$ cat config.mk
export PLATFORM = sky130hd
export DESIGN_NAME = stopwatch_ctrl_flat
export DESIGN_NICKNAME = d
export VERILOG_FILES = /design/src/rtl/stopwatch_ctrl_if.sv /design/src/rtl/stopwatch_ctrl.sv /design/src/flat_wrapper.sv
export SDC_FILE = /design/constraint.sdc
export NUM_CORES = 1
export LEC_CHECK = 0
export CORE_MARGIN = 5
export CORE_UTILIZATION = 28
export DETAILED_ROUTE_END_ITERATION = 6
export PLACE_DENSITY_LB_ADDON = 0.1
export SLEW_MARGIN = 10
export SYNTH_ARGS = -nofsm -noshare
export SYNTH_HDL_FRONTEND = slang
export SYNTH_SLANG_ARGS = --single-unit
export TNS_END_PERCENT = 50
$ cat constraint.sdc
create_clock -name clk -period 2.9 [get_ports clk]
set_input_delay 0.58 -clock clk [delete_from_list [all_inputs] [get_ports clk]]
set_output_delay 0.58 -clock clk [all_outputs]
set_load 0.02 [all_outputs]
$ cat src/rtl/stopwatch_ctrl_if.sv
// stopwatch_ctrl_if: button/tick/time inputs and run-control outputs of the stopwatch sequencer
interface stopwatch_ctrl_if;
  logic        btn_start;
  logic        btn_lap;
  logic        btn_clear;
  logic        tick;
  logic [23:0] time_bcd;
  logic        divider_en;
  logic        count_en;
  logic        counter_clr;
  logic [23:0] disp_bcd;
  logic        disp_blank;
  logic [1:0]  state;
  logic        overflow;
  modport master (
    output btn_start, btn_lap, btn_clear, tick, time_bcd,
    input  divider_en, count_en, counter_clr, disp_bcd, disp_blank, state, overflow
  );
  modport slave (
    input  btn_start, btn_lap, btn_clear, tick, time_bcd,
    output divider_en, count_en, counter_clr, disp_bcd, disp_blank, state, overflow
  );
endinterface

$ cat src/rtl/stopwatch_ctrl.sv
// stopwatch_ctrl: run/lap/pause sequencer for the mm:ss.cc stopwatch datapath
module stopwatch_ctrl #(
  parameter int          BLINK_TICKS = 50,
  parameter logic [23:0] MAX_TIME    = 24'h595999
) (
  input logic             clk,
  input logic             reset_n,
  stopwatch_ctrl_if.slave bus
);
  typedef enum logic [1:0] {IDLE = 2'b00, RUN = 2'b01, LAP = 2'b11, PAUSE = 2'b10} state_t;
  localparam int            BW    = $clog2(BLINK_TICKS);
  localparam logic [BW-1:0] BLAST = BW'(BLINK_TICKS - 1);
  state_t        r_state;
  logic          r_start_q, r_lap_q, r_clear_q;
  logic          r_clr, r_blank, r_ovf;
  logic [23:0]   r_lap;
  logic [BW-1:0] r_blink;
  logic          w_se, w_clr, w_start, w_lap, w_top, w_hit, w_wrap;
  assign w_se    = bus.btn_start & ~r_start_q;
  assign w_clr   = bus.btn_clear & ~r_clear_q;
  assign w_start = w_se & ~w_clr;
  assign w_lap   = bus.btn_lap & ~r_lap_q & ~w_clr & ~w_se;
  assign w_top   = bus.time_bcd == MAX_TIME;
  assign w_hit   = bus.tick & w_top;
  assign w_wrap  = r_blink == BLAST;
  assign bus.count_en    = bus.tick & (r_state == RUN | r_state == LAP) & ~w_top;
  assign bus.divider_en  = r_state != IDLE;
  assign bus.disp_bcd    = r_state == LAP ? r_lap : bus.time_bcd;
  assign bus.counter_clr = r_clr;
  assign bus.disp_blank  = r_blank;
  assign bus.state       = r_state;
  assign bus.overflow    = r_ovf;
  always_ff @(posedge clk or negedge reset_n)
    if (!reset_n) begin
      r_state   <= IDLE;
      r_start_q <= 1'b1;
      r_lap_q   <= 1'b1;
      r_clear_q <= 1'b1;
      r_clr     <= 1'b0;
      r_blank   <= 1'b0;
      r_ovf     <= 1'b0;
      r_lap     <= '0;
      r_blink   <= '0;
    end else begin
      r_start_q <= bus.btn_start;
      r_lap_q   <= bus.btn_lap;
      r_clear_q <= bus.btn_clear;
      r_clr     <= 1'b0;
      case (r_state)
        IDLE:
          if (w_clr) r_clr <= 1'b1;
          else if (w_start) r_state <= RUN;
        RUN, LAP:
          if (w_hit) begin
            r_ovf   <= 1'b1;
            r_state <= PAUSE;
          end else if (w_start) r_state <= PAUSE;
          else if (w_lap) begin
            if (r_state == RUN) r_lap <= bus.time_bcd;
            r_state <= r_state == RUN ? LAP : RUN;
          end
        PAUSE:
          if (w_clr) begin
            r_clr   <= 1'b1;
            r_ovf   <= 1'b0;
            r_state <= IDLE;
            r_blink <= '0;
            r_blank <= 1'b0;
          end else if (w_start && !r_ovf) begin
            r_state <= RUN;
            r_blink <= '0;
            r_blank <= 1'b0;
          end else if (bus.tick) begin
            r_blink <= w_wrap ? '0 : r_blink + 1'b1;
            r_blank <= r_blank ^ w_wrap;
          end
      endcase
    end
endmodule

$ cat src/flat_wrapper.sv
// flat-port wrapper written by rule: the top's interface ports become plain ports
module stopwatch_ctrl_flat 
#(
  parameter int          BLINK_TICKS = 50,
  parameter logic [23:0] MAX_TIME    = 24'h595999
)
  (clk, reset_n, bus_btn_start, bus_btn_lap, bus_btn_clear, bus_tick, bus_time_bcd, bus_divider_en, bus_count_en, bus_counter_clr, bus_disp_bcd, bus_disp_blank, bus_state, bus_overflow);
  stopwatch_ctrl_if bus_i ();
  input logic clk;
  input logic reset_n;
  input wire logic [$bits(bus_i.btn_start)-1:0] bus_btn_start;
  input wire logic [$bits(bus_i.btn_lap)-1:0] bus_btn_lap;
  input wire logic [$bits(bus_i.btn_clear)-1:0] bus_btn_clear;
  input wire logic [$bits(bus_i.tick)-1:0] bus_tick;
  input wire logic [$bits(bus_i.time_bcd)-1:0] bus_time_bcd;
  output wire logic [$bits(bus_i.divider_en)-1:0] bus_divider_en;
  output wire logic [$bits(bus_i.count_en)-1:0] bus_count_en;
  output wire logic [$bits(bus_i.counter_clr)-1:0] bus_counter_clr;
  output wire logic [$bits(bus_i.disp_bcd)-1:0] bus_disp_bcd;
  output wire logic [$bits(bus_i.disp_blank)-1:0] bus_disp_blank;
  output wire logic [$bits(bus_i.state)-1:0] bus_state;
  output wire logic [$bits(bus_i.overflow)-1:0] bus_overflow;
  assign bus_i.btn_start = bus_btn_start;
  assign bus_i.btn_lap = bus_btn_lap;
  assign bus_i.btn_clear = bus_btn_clear;
  assign bus_i.tick = bus_tick;
  assign bus_i.time_bcd = bus_time_bcd;
  assign bus_divider_en = bus_i.divider_en;
  assign bus_count_en = bus_i.count_en;
  assign bus_counter_clr = bus_i.counter_clr;
  assign bus_disp_bcd = bus_i.disp_bcd;
  assign bus_disp_blank = bus_i.disp_blank;
  assign bus_state = bus_i.state;
  assign bus_overflow = bus_i.overflow;
  stopwatch_ctrl #(.BLINK_TICKS(BLINK_TICKS), .MAX_TIME(MAX_TIME)) u_core (.clk(clk), .reset_n(reset_n), .bus(bus_i));
endmodule
==> results.yml, run 1 <==
sta:
  final.setup.tns_ps: 0
  worstMarginPinSlew_ps: 869.6
  whs_ps: 396.0
  min_period_ps: 2696
  hold_viol: 0
  rsz0062_at_grt: "false"
  finalMaxSlewViolations: 0
  clock.fmax_ghz: 0.3709
  fin_crit_sh: 0.9296
  finClkSkew_ps: 9.301
  relSlewSlack: 0.4203
  setup_viol: 0
yosys:
  synth_compound_area_frac: 0.07938
  synthArstFlopShare: 1.000
  syn_avg_cell_area_um2: 13.28
  synth_fa_ha_area_frac: 0.01185
  yosys.area.top_type_share: 0.4147
  synth_top_cell_by_area: "dfrtp_1"
  ys_types: 42
  synth_fp_nets: 191
  synthesis.area_mm2: 0.002112
  synth_edf_count: 0
  synthXorXnorAreaFrac: 0.004147
  ys_ff_latch: 38
  synth_top_flop_cell: "dfrtp_1"
  synth_area_leaders: "dfrtp_1 41%, mux2_2 15%, mux2_4 14%"
  yosysMostFrequentCell: "dfrtp_1"
  yosys-top-cells-count: "35 x dfrtp_1, 28 x mux2_2, 20 x mux2_4"
  ys_seq_area_frac: 0.4520
  synth-simple-area-share: 0.1214
  synth_top_family_by_area: "multiplexers"
  muxShareOfSynthArea: 0.2915
  yosys_warnings: 0
  postSynthCellCount: 159
routing:
  drtIter0Drc: 30
  drc: 0
  detail-route-antenna-nets: 0
  totalWireLength_mm: 4.832
  first_pass_iters: 4
  viasPerCell: 4.518
  wl_per_cell_um: 14.73
  vias: 1482
global_route:
  grt_usage: 0.1094
  antenna_found_initial: 0
  grt_pass1_wl_mm: 8.390
  grt_pass1_vias: 1625
  grt_max_degree: 39
  grt_overflow_total: 0
critical_path:
  cp_max_fo: 3
  critical_path_class: "in -> out"
  start_kind: "primary input"
  worst_setup_path_end_kind: "primary output"
  arrival_ps: 2120
  crit_required_ps: 2320
floorplanning:
  coreArea_mm2: 0.007292
  initial_utilization: 0.2896
  io_pins: 61
  num_rows: 31
  die_y_um: 96.85
  design.die.area_mm2: 0.009380
  die_w_um: 96.85
clock_network:
  cts_sinks: 38
  insertion_delay_ps: 290
  cts_tree: "yes"
  clock_path_buffers: 2
  cts-buffers-inserted: 5
  cts_setup_buffers: 0
  postCtsHoldBufs: 0
  cts_root_buf: "clkbuf_8"
  htree_levels: 2
  clk_pin_slew_ps: 80
pwr:
  p_leak_uw: 0.001278
  power_density_mw_per_mm2: 762.6
  vdd_drop_max_mv: 0.2944
flow_run:
  drv_cap: 0
final_layout:
  final_nets: 260
  fillCellCount: 754
  antennaDiodeCount: 0
  drive_gt1_frac: 0.3450
  area_growth_pct: 39.75
status:
  status: "finished clean"
worst_hold_path:
  worstHoldPathType: "in -> async"
place:
  portBuffers: 60
  globalplace.congestion: 0.7051
  dp.final_hpwl_mm: 3.512
registers in the layout, summed over array words and instances, names as in the netlist:
| name | count |
|---|---|
| u_core.bus.state | 2 |
| u_core.r_lap | 24 |
| u_core.r_clear_q | 1 |
| u_core.r_lap_q | 1 |
| u_core.r_blink | 6 |
| u_core.bus.disp_blank | 1 |
| u_core.r_start_q | 1 |
| u_core.bus.counter_clr | 1 |
| u_core.bus.overflow | 1 |
where the power goes:
part	switching [µW]	internal, µW
logic	396	602
clock network	195	191
registers	133	733
worst paths after layout:
kind	startpoint	end	slack [ps]	cells after the start
worst min-delay path	reset_n	u_core.bus.counter_clr$_DFF_PN0_	400	1
worst max register to register	u_core.bus.state[1]$_DFFE_PN0P_	u_core.r_lap[19]$_DFFE_PN0P_	1170	5
worst max-delay path	bus_time_bcd[3]	bus_count_en	200	6
min in group clk	u_core.r_lap[4]$_DFFE_PN0P_	u_core.r_lap[4]$_DFFE_PN0P_	510	1
max in group asynchronous	reset_n	u_core.r_lap[11]$_DFFE_PN0P_	1960	1
worst min register to register	u_core.r_lap[4]$_DFFE_PN0P_	u_core.r_lap[4]$_DFFE_PN0P_	510	1
metal layers:
layer	vias up	part of all wire	track usage	wire length, µm
met1	710	0.50	0.1420	2404
li1	730	-	-	-
met2	39	0.43	0.1651	2097
met3	3	0.065	0.05108	315
met5	-	0	0	0
met4	0	0.0029	0.02592	14
area by class of cell:
class	count	area (µm²)	area share
Timing Repair Buffer	70	694.4	0.2353
Clock inverter	2	12.51	0.004239
Clock buffer	6	82.58	0.02798
Multi-Input combinational cell	112	1080	0.3658
Sequential cell	38	954.7	0.3234
Tap cell	99	123.9	0.04197
Inverter	1	3.754	0.001272
metrics by stage:
step	utilization	setup slack, ps	cell area, µm²	instances	power [µW]
CTS	0.4048	178.0	2952	328	2284
floorplan	-	855.6	2112	159	1508
detailed placement	0.3910	-77.43	2851	320	1878
finish	0.4048	204.1	2952	328	2251
global placement	0.3910	-82.65	2851	320	1881
global route	0.4048	139.7	2952	328	2406
kinds of logic (layout without fill, tap and decap cells):
| logic type | after synthesis | count (layout) |
|---|---|---|
| and+or+nand+nor | 37 | 37 |
| xor gates and xnor gates | 1 | 1 |
| muxes | 48 | 48 |
| DFF | 38 | 38 |
| buffers and inverters | 9 | 79 |
| adders and majority gates | 2 | 2 |
| AOI/OAI and AO/OA | 24 | 24 |
repair_timing:
action                                 CTS  global route
setup endpoints to repair                1             0
resized for setup                        2             0
endpoints found under the hold margin    0             0
worst max-delay path, cell delays in order:
cell	delay, ps
clkdlybuf4s50_1	490
nor4bb_1	280
buf_4	150
and4_4	220
a21oi_1	70
dlygate4sd2_1	320
cell usage in the layout, fill, tap and decap left out, drive strengths merged, types with 2 or more instances in the layout:
| master | n |
|---|---|
| and4bb | 3 |
| clkbuf | 6 |
| dfstp | 3 |
| ha | 2 |
| nor2 | 4 |
| a31o | 2 |
| a31oi | 2 |
| o21ai | 5 |
| and3 | 3 |
| nor2b | 2 |
| nand2 | 5 |
| o2bb2ai | 3 |
| dfrtp | 35 |
| a21oi | 4 |
| buf | 11 |
| nor4bb | 2 |
| clkdlybuf4s50 | 58 |
| nand4b | 2 |
| nand3 | 2 |
| mux2 | 48 |
| nand2b | 6 |
| or2 | 2 |
Power figures use the tool's default switching activity.
==> run 2, diff against run 1 <==
==> constraint.sdc (replaced) <==
create_clock -name clk -period 2.7 [get_ports clk]
set_input_delay 0.54 -clock clk [delete_from_list [all_inputs] [get_ports clk]]
set_output_delay 0.54 -clock clk [all_outputs]
set_load 0.02 [all_outputs]
==> results.yml, run 2 (synthesis results as in run 1) <==
final_layout:
  final_area_mm2: 0.003067
  mostFrequentLayoutCells: "58 x clkdlybuf4s50_1, 35 x dfrtp_1, 28 x mux2_2, 21 x buf_4, 20 x mux2_4"
  final_common_cell: "clkdlybuf4s50_1"
  antennaDiodeCount: 0
  largest_reg_flops: 24
  final_nets: 273
  area_growth_pct: 45.20
  instances_no_fill: 341
  top_register: "u_core.r_lap"
  drive_gt1_frac: 0.3760
global_route:
  grt_overflow_total: 0
  grt_max_degree: 39
  grt_pass1_vias: 1721
  grt_pass1_wl_mm: 8.673
  antenna_found_initial: 0
  grt_usage: 0.1120
sta:
  relSlewSlack: 0.4208
  final.setup.tns_ps: 0
  finClkSkew_ps: 3.228
  rsz0062_at_grt: "false"
  clock.fmax_ghz: 0.3844
  worstMarginPinSlew_ps: 868.8
  setup_viol: 0
  fin_crit_sh: 0.9635
  postLayoutSetupSlackWorst_ps: 98.65
  finalMaxSlewViolations: 0
  hold_viol: 0
  min_period_ps: 2601
clock_network:
  insertion_delay_ps: 290
  cts_sinks: 38
  htree_levels: 2
  cts-buffers-inserted: 5
  cts_tree: "yes"
  cts_setup_buffers: 0
  clk_pin_slew_ps: 80
  cts_root_buf: "clkbuf_8"
  clock_path_buffers: 2
critical_path:
  worst_setup_path_end_kind: "primary output"
  crit_required_ps: 2160
  crit_end: "bus_count_en"
  arrival_ps: 2060
  start_kind: "primary input"
  rrSetupSlack_ps: 990
  worst-r2r-cell-count: 6
  cp_max_fo: 3
  critPathLaunch: "bus_time_bcd[3]"
  reg2reg_from: "u_core.bus.state[0]$_DFFE_PN0P_"
  r2r_end: "u_core.r_lap[4]$_DFFE_PN0P_"
  critical_path_class: "in -> out"
routing:
  drc: 0
  drtIter0Drc: 31
  vias: 1547
  viasPerCell: 4.537
  totalWireLength_mm: 4.935
  first_pass_iters: 4
  detail-route-antenna-nets: 0
  wl_per_cell_um: 14.47
worst_hold_path:
  worstHoldPathType: "in -> async"
place:
  dp.cells: 333
  dp.final_hpwl_mm: 3.580
  dp_slack_ps: -205.2
  globalplace.congestion: 0.7160
  portBuffers: 60
  place_area_mm2: 0.002949
pwr:
  power_density_mw_per_mm2: 816.2
  seqPwrFrac: 0.372
  swShare: 0.3123
  cellInternalPower_uw: 1721
  clock_power_share: 0.193
  p_switching_uw: 781.8
  combPwrFrac: 0.435
  vdd_drop_max_mv: 0.3506
  p_leak_uw: 0.001347
flow_run:
  drv_cap: 0
floorplanning:
  design.die.area_mm2: 0.009380
  num_rows: 31
  io_pins: 61
  initial_utilization: 0.2896
  die_y_um: 96.85
  die_w_um: 96.85
  coreArea_mm2: 0.007292
status:
  status: "finished clean"
-- run 2: cell types whose count changed in the layout (fill, tap and decap cells not counted), sizes merged --
cell / change
buf: +13
bufinv: +1
clkbuf: +1
clkinv: -1
clkinvlp: -1
-- run 2: timing repair --
action,in CTS,in global routing
pin swaps,0,0
endpoints found under the setup margin,1,1
resized for setup,2,1
gates cloned,0,0
hold buffers,0,0
-- run 2: area by class of cell --
class / instances / area, µm²
timing repair buffer: 83 / 792.0
sequential: 38 / 954.7
tap: 99 / 123.9
inverter: 1 / 3.754
fill: 742 / 4225
multi-input combinational: 112 / 1086
clock inverter: 1 / 30.03
clock buffer: 7 / 76.32
-- run 2: power groups by stage --
stage	clock network (µW)	logic, µW	registers [µW]
floorplan	0	717	903
global placement	0	1100	936
detailed placement	0	1110	930
CTS	502	1110	932
global route	527	1170	964
finish	484	1090	931
-- run 2: worst max-delay path: stages --
cell and delay [ps]:
clkdlybuf4s50_1 490, nor4bb_2 270, buf_4 140, and4_4 220, a21oi_1 70, dlygate4sd2_1 320
-- run 2: how the worst min path moves through the flow --
stage,from,end,cells past startpoint
floorplan,reset_n,u_core.bus.counter_clr$_DFF_PN0_,0
global placement,u_core.r_lap[4]$_DFFE_PN0P_,u_core.r_lap[4]$_DFFE_PN0P_,1
detailed placement,u_core.r_lap[0]$_DFFE_PN0P_,u_core.r_lap[0]$_DFFE_PN0P_,1
CTS,reset_n,u_core.bus.counter_clr$_DFF_PN0_,1
global route,reset_n,u_core.r_lap[6]$_DFFE_PN0P_,1
finish,reset_n,u_core.bus.overflow$_DFFE_PN0P_,1
-- run 2: stage by stage --
stage	util	hold WS, ps	power, µW
after floorplan	-	244.4	1620
after global placement	0.4044	488.4	2035
after detailed placement	0.4044	490.3	2038
after CTS	0.4197	400.3	2542
after global routing	0.4206	459.3	2664
final	0.4206	361.5	2503
-- run 2: per-layer routing --
| layer | vias to the layer above | GRT usage | wire (µm) |
|---|---|---|---|
| met2 | 46 | 0.1704 | 2217 |
| met1 | 741 | 0.1463 | 2286 |
| li1 | 755 | - | - |
| met3 | 5 | 0.04317 | 385 |
| met5 | - | 0 | 0 |
| met4 | 0 | 0.03564 | 45 |
